### src/rtl/shift_cmd_sequencer_if.sv
// shift_cmd_sequencer_if: button/auto request inputs and shift/reload strobe outputs of the command sequencer
interface shift_cmd_sequencer_if #(
    parameter int FIFO_DEPTH = 4
);
    logic                          ce;
    logic                          req_r;
    logic                          req_l;
    logic                          auto_en;
    logic                          auto_dir;
    logic                          clr_ovf;
    logic                          shift_r;
    logic                          shift_l;
    logic                          re;
    logic [$clog2(FIFO_DEPTH):0]   fifo_lvl;
    logic                          ovf;
    logic                          idle;

    modport master (
        output ce, req_r, req_l, auto_en, auto_dir, clr_ovf,
        input  shift_r, shift_l, re, fifo_lvl, ovf, idle
    );

    modport slave (
        input  ce, req_r, req_l, auto_en, auto_dir, clr_ovf,
        output shift_r, shift_l, re, fifo_lvl, ovf, idle
    );
endinterface

### src/rtl/shift_cmd_sequencer.sv
// shift_cmd_sequencer: queues shift requests and issues them on CE ticks, each followed by a settled reload strobe
module shift_cmd_sequencer #(
    parameter int FIFO_DEPTH  = 4,
    parameter int AUTO_PERIOD = 100,
    parameter int SETTLE      = 2
) (
    input logic                  clk,
    input logic                  rst_n,
    shift_cmd_sequencer_if.slave bus
);
    localparam int AW = $clog2(FIFO_DEPTH);
    localparam int CW = $clog2(AUTO_PERIOD);
    localparam int SW = SETTLE > 1 ? $clog2(SETTLE) : 1;
    localparam logic [CW-1:0] AUTO_LAST   = CW'(AUTO_PERIOD - 1);
    localparam logic [SW-1:0] SETTLE_LAST = SW'(SETTLE - 1);
    localparam logic [AW:0]   FULL_LVL    = (AW + 1)'(FIFO_DEPTH);

    typedef enum logic {S_IDLE, S_SETTLE} state_t;

    state_t                state;
    state_t                state_nxt;
    logic [FIFO_DEPTH-1:0] mem;
    logic [AW-1:0]         wr_ptr;
    logic [AW-1:0]         rd_ptr;
    logic [AW:0]           lvl;
    logic [CW-1:0]         auto_cnt;
    logic [SW-1:0]         settle_cnt;
    logic [SW-1:0]         settle_nxt;
    logic                  btn_push;
    logic                  auto_tick;
    logic                  full;
    logic                  push;
    logic                  pop;
    logic                  push_dir;
    logic                  ovf_set;
    logic                  shift_r_nxt;
    logic                  shift_l_nxt;
    logic                  re_nxt;

    // simultaneous R and L requests cancel each other
    assign btn_push  = bus.req_r ^ bus.req_l;
    assign auto_tick = bus.auto_en && bus.ce && auto_cnt == AUTO_LAST;
    assign full      = lvl == FULL_LVL;
    assign pop       = state == S_IDLE && bus.ce && lvl != '0;
    assign push      = btn_push ? (!full || pop) : (auto_tick && lvl == '0 && !bus.req_r && !bus.req_l);
    assign push_dir  = btn_push ? bus.req_l : bus.auto_dir;
    assign ovf_set   = btn_push && full && !pop;

    assign bus.fifo_lvl = lvl;
    assign bus.idle     = state == S_IDLE && lvl == '0;

    always_comb begin
        state_nxt   = state;
        settle_nxt  = settle_cnt;
        shift_r_nxt = 1'b0;
        shift_l_nxt = 1'b0;
        re_nxt      = 1'b0;
        if (state == S_IDLE) begin
            if (pop) begin
                shift_r_nxt = !mem[rd_ptr];
                shift_l_nxt = mem[rd_ptr];
                settle_nxt  = '0;
                state_nxt   = S_SETTLE;
            end
        end else if (bus.ce) begin
            settle_nxt = settle_cnt + SW'(1);
            if (settle_cnt == SETTLE_LAST) begin
                re_nxt     = 1'b1;
                settle_nxt = '0;
                state_nxt  = S_IDLE;
            end
        end
    end

    always_ff @(posedge clk or negedge rst_n) begin
        if (!rst_n) begin
            state       <= S_IDLE;
            settle_cnt  <= '0;
            wr_ptr      <= '0;
            rd_ptr      <= '0;
            lvl         <= '0;
            auto_cnt    <= '0;
            bus.ovf     <= 1'b0;
            bus.shift_r <= 1'b0;
            bus.shift_l <= 1'b0;
            bus.re      <= 1'b0;
        end else begin
            state       <= state_nxt;
            settle_cnt  <= settle_nxt;
            bus.shift_r <= shift_r_nxt;
            bus.shift_l <= shift_l_nxt;
            bus.re      <= re_nxt;
            wr_ptr      <= push ? wr_ptr + AW'(1) : wr_ptr;
            rd_ptr      <= pop ? rd_ptr + AW'(1) : rd_ptr;
            lvl         <= lvl + {{AW{1'b0}}, push} - {{AW{1'b0}}, pop};
            auto_cnt    <= !bus.auto_en ? '0 : !bus.ce ? auto_cnt : auto_tick ? '0 : auto_cnt + CW'(1);
            // a fresh overflow outranks a clear in the same cycle
            bus.ovf     <= ovf_set || (bus.ovf && !bus.clr_ovf);
        end
    end

    always_ff @(posedge clk) begin
        if (push) mem[wr_ptr] <= push_dir;
    end
endmodule

### src/flat_wrapper.sv
// flat-port wrapper written by rule: the top's interface ports become plain ports
module shift_cmd_sequencer_flat 
#(
    parameter int FIFO_DEPTH  = 4,
    parameter int AUTO_PERIOD = 100,
    parameter int SETTLE      = 2
)
  (clk, rst_n, bus_ce, bus_req_r, bus_req_l, bus_auto_en, bus_auto_dir, bus_clr_ovf, bus_shift_r, bus_shift_l, bus_re, bus_fifo_lvl, bus_ovf, bus_idle);
  shift_cmd_sequencer_if #(.FIFO_DEPTH(FIFO_DEPTH)) bus_i ();
  input logic clk;
  input logic rst_n;
  input wire logic [$bits(bus_i.ce)-1:0] bus_ce;
  input wire logic [$bits(bus_i.req_r)-1:0] bus_req_r;
  input wire logic [$bits(bus_i.req_l)-1:0] bus_req_l;
  input wire logic [$bits(bus_i.auto_en)-1:0] bus_auto_en;
  input wire logic [$bits(bus_i.auto_dir)-1:0] bus_auto_dir;
  input wire logic [$bits(bus_i.clr_ovf)-1:0] bus_clr_ovf;
  output wire logic [$bits(bus_i.shift_r)-1:0] bus_shift_r;
  output wire logic [$bits(bus_i.shift_l)-1:0] bus_shift_l;
  output wire logic [$bits(bus_i.re)-1:0] bus_re;
  output wire logic [$bits(bus_i.fifo_lvl)-1:0] bus_fifo_lvl;
  output wire logic [$bits(bus_i.ovf)-1:0] bus_ovf;
  output wire logic [$bits(bus_i.idle)-1:0] bus_idle;
  assign bus_i.ce = bus_ce;
  assign bus_i.req_r = bus_req_r;
  assign bus_i.req_l = bus_req_l;
  assign bus_i.auto_en = bus_auto_en;
  assign bus_i.auto_dir = bus_auto_dir;
  assign bus_i.clr_ovf = bus_clr_ovf;
  assign bus_shift_r = bus_i.shift_r;
  assign bus_shift_l = bus_i.shift_l;
  assign bus_re = bus_i.re;
  assign bus_fifo_lvl = bus_i.fifo_lvl;
  assign bus_ovf = bus_i.ovf;
  assign bus_idle = bus_i.idle;
  shift_cmd_sequencer #(.FIFO_DEPTH(FIFO_DEPTH), .AUTO_PERIOD(AUTO_PERIOD), .SETTLE(SETTLE)) u_core (.clk(clk), .rst_n(rst_n), .bus(bus_i));
endmodule
### config.mk
export PLATFORM = sky130hd
export DESIGN_NAME = shift_cmd_sequencer_flat
export DESIGN_NICKNAME = d
export VERILOG_FILES = /design/src/rtl/shift_cmd_sequencer_if.sv /design/src/rtl/shift_cmd_sequencer.sv /design/src/flat_wrapper.sv
export SDC_FILE = /design/constraint.sdc
export NUM_CORES = 1
export LEC_CHECK = 0
export BUFFER_PORTS_ARGS = -buffer_cell sky130_fd_sc_hd__buf_2
export CELL_PAD_IN_SITES_DETAIL_PLACEMENT = 0
export CELL_PAD_IN_SITES_GLOBAL_PLACEMENT = 1
export CORE_ASPECT_RATIO = 1.75
export CORE_MARGIN = 4
export CORE_UTILIZATION = 25
export CTS_CLUSTER_SIZE = 24
export DETAILED_ROUTE_END_ITERATION = 8
export PLACE_DENSITY_LB_ADDON = 0.2
export SYNTH_ARGS = -nofsm -noshare
export SYNTH_HDL_FRONTEND = slang
export SYNTH_SLANG_ARGS = --single-unit
### constraint.sdc
create_clock -name clk -period 5.4 [get_ports clk]
set_input_delay 0 -clock clk [delete_from_list [all_inputs] [get_ports clk]]
set_output_delay 0 -clock clk [all_outputs]
set_load 0.1 [all_outputs]
==> metrics.yaml <==
outcome:
  status: "finished clean"
global_route:
  antenna_found_initial: 0
  overflow: 0
  grt_pass1_wl_mm: 4.112
  grt_pass1_vias: 832
  grt_max_degree: 21
  global_route.usage.total: 0.09054
logic_synthesis:
  synthMuxAreaShare: 0.03003
  netlist_area_sq_mm: 0.001250
  synth_fa_ha_area_frac: 0.08609
  synth_cell_types: 33
  async_flop_share: 0.8333
  synthCells: 111
  synth-simple-area-share: 0.2262
  synth_nets: 127
  synthXorXnorAreaFrac: 0.05606
  syn_area_per_cell_sq_um: 11.26
  ys_ff_latch: 24
  synth_compound_area_frac: 0.07708
  ys_warn_count: 0
  synth_top_family_by_area: "simple AND/OR/NAND/NOR gates"
  synthFlopType: "dfrtp_1"
  synth_edf_count: 4
  ys_seq_area_frac: 0.4965
power:
  p_total_uw: 805.8
  p_leak_uw: 0.0006704
  power.share.switching: 0.4479
  ir_worst_vdd_v: 0.0003618
  power_density_mw_per_mm2: 542.1
  clock_power_share: 0.196
  p_comb_frac: 0.448
  p_int_uw: 444.9
  p_switching_uw: 361.0
  seqPwrFrac: 0.356
floorplan:
  core-area_sq_mm: 0.004748
  die_h_um: 101.5
  rows: 33
  die_area_sq_mm: 0.006240
  start_util: 0.2632
  fp.dieW_um: 61.45
  io_pins: 16
route:
  dr.pass1.iters: 4
  drt_wl_total_mm: 2.356
  drc: 0
  viasPerCell: 4.467
  antenna_left: 0
  drt_iter0_drc: 38
  wl_per_cell_um: 12.80
  dr_total_vias: 822
sta:
  fin_setup_tns_ns: 0
  post-route-period-util: 0.4151
  worst_slew_pin_slew_ns: 0.4905
  rsz0062_at_grt: "false"
  clock_skew_ns: 0.003878
  setup_violations: 0
  final_hold_viol_count: 0
  clock.fmax_mhz: 446.1
  slew_headroom: 0.6730
  maxSlewViolCount: 0
  period_needed_ns: 2.241
finish:
  multi_input_area_sq_um: 594.3
  final_cell_mix: "20 x dfrtp_1, 15 x buf_2, 14 x nand2_1"
  final_cells: 184
  nNetsFinal: 149
  area_growth_pct: 18.92
  drive_above_1_share: 0.2197
  final_common_cell: "dfrtp_1"
  fillers: 489
  ff_latch_area_sq_um: 620.6
  antennaDiodeCount: 0
min_path:
  worstHoldStart: "bus_ce"
  holdPathStages: 3
  worstHoldEndpoint: "u_core.state$_DFF_PN0_"
  min_path_type: "primary input to register"
critical_path:
  critPathCaptureType: "register"
  cpMaxStageDelayCell: "dfrtp_1"
  r2r_start: "u_core.bus.fifo_lvl[1]$_DFF_PN0_"
  reg2reg_depth: 9
  crit_arrival_ns: 2.40
  worst_r2r_endpoint: "u_core.bus.fifo_lvl[2]$_DFF_PN0_"
  critPathMaxFanout: 6
  slowest_delay_ns: 0.49
  crit_required_ns: 5.56
  path_cells: "nor3_2 -> nor3b_2 -> ha_1 -> inv_1 -> ha_1 -> inv_1 -> fa_1 -> xnor2_1 -> xnor2_1"
  startpoint_type: "register"
  path_class: "register to register"
  reg2reg_setup_slack_ns: 3.16
clock_tree:
  cts_buffers: 3
  cts_tree: "built"
  cts_max_level: 1
  cts_buffer_depth: 2
  clock_latency_ns: 0.26
  cts.sinks: 24
  cts-root-buf: "clkbuf_8"
  clkSlewWorstSetupHoldPaths_ns: 0.09
run:
  maxCapViolCount: 0
placed_design:
  dpl.cell_count: 177
  finalWeightedCongestion: 0.7105
  io_buffers: 15
  place_hpwl_mm: 1.850
power by group through the flow:
stage	sequential [uW]	combinational (uW)	clock (uW)
2_1_floorplan	427	158	0
3_3_place_gp	288	360	0
3_5_place_dp	292	364	0
4_1_cts	288	368	164
5_1_grt	296	392	172
6_report	287	361	158
Yosys cell counts (all sizes together) (2+ instances only):
| master | instances | area, sq um |
|---|---|---|
| o211ai | 2 | 15.01 |
| dfrtp | 20 | 500.5 |
| edfxtp | 4 | 120.1 |
| xnor2 | 5 | 43.79 |
| and2 | 8 | 51.30 |
| xor2 | 3 | 26.28 |
| a21oi | 2 | 10.01 |
| ha | 7 | 87.58 |
| o21ai | 7 | 35.03 |
| inv | 8 | 30.03 |
| nand2 | 14 | 52.55 |
| nor2b | 3 | 18.77 |
| nor2 | 7 | 33.78 |
| nand3 | 4 | 20.02 |
| or4 | 2 | 15.01 |
metal layers:
metal	GRT usage	vias up	share of wire
li1	-	420	-
met5	0	-	0
met2	0.1468	13	0.53
met3	0.01531	4	0.028
met1	0.1125	385	0.42
met4	0.04575	0	0.022
critical path, delay by kind of cell, from the launching register on:
kind                       cells  cell delay, ns
adders and majority gates      3            0.80
xor gates and xnor gates       2            0.27
and+or+nand+nor                2            0.47
DFF                            1            0.49
buffers and inverters          2            0.10
worst max-delay path by stage:
stage                                                start                          endpoint  slack (ns)  cells after the start
after CTS                 u_core.bus.fifo_lvl[1]$_DFF_PN0_  u_core.bus.fifo_lvl[2]$_DFF_PN0_        3.10                      9
after floorplan           u_core.bus.fifo_lvl[1]$_DFF_PN0_     u_core.settle_cnt$_DFFE_PN0P_        2.49                      4
after global placement    u_core.bus.fifo_lvl[1]$_DFF_PN0_  u_core.bus.fifo_lvl[2]$_DFF_PN0_        3.12                      9
final                     u_core.bus.fifo_lvl[1]$_DFF_PN0_  u_core.bus.fifo_lvl[2]$_DFF_PN0_        3.16                      9
after detailed placement  u_core.bus.fifo_lvl[1]$_DFF_PN0_  u_core.bus.fifo_lvl[2]$_DFF_PN0_        3.12                      9
after global routing      u_core.bus.fifo_lvl[1]$_DFF_PN0_  u_core.bus.fifo_lvl[2]$_DFF_PN0_        2.97                      9
sequential cells by signal, summed over array words and instances, names as in the netlist:
signal,cells
u_core.bus.shift_r,1
u_core.settle_cnt,1
u_core.rd_ptr,2
u_core.bus.shift_l,1
u_core.wr_ptr,2
u_core.bus.ovf,1
u_core.bus.re,1
u_core.auto_cnt,7
u_core.state,1
u_core.mem,4
u_core.bus.fifo_lvl,3
final cells by class:
type,instances,area share
Sequential cell,24,0.4175
Multi-Input combinational cell,78,0.3998
Clock inverter,1,0.02020
Clock buffer,3,0.02778
Tap cell,52,0.04377
Inverter,8,0.02020
Timing Repair Buffer,18,0.07071
stage by stage:
| step | hold WS, ns | instance area, sq um | util | worst slack (ns) |
|---|---|---|---|---|
| floorplan | -0.2956 | 1250 | - | 2.491 |
| global route | 0.1043 | 1486 | 0.3130 | 2.966 |
| global placement | -0.005948 | 1385 | 0.2917 | 3.117 |
| CTS | 0.1022 | 1486 | 0.3130 | 3.097 |
| finish | 0.1048 | 1486 | 0.3130 | 3.159 |
| detailed placement | -0.001291 | 1385 | 0.2917 | 3.117 |
logic make-up after synthesis:
kind of cell	count (synthesis)
xor gates and xnor gates	8
adders and majority gates	8
and+or+nand+nor	46
AOI/OAI and AO/OA	14
buffers and inverters	9
DFF	24
muxes	2
repair_timing:
item,CTS,global route
buffers inserted,0,0
hold endpoints to repair,22,0
gates resized for setup,0,0
hold buffers,3,0
No activity file was read; power rests on OpenSTA's default activity.
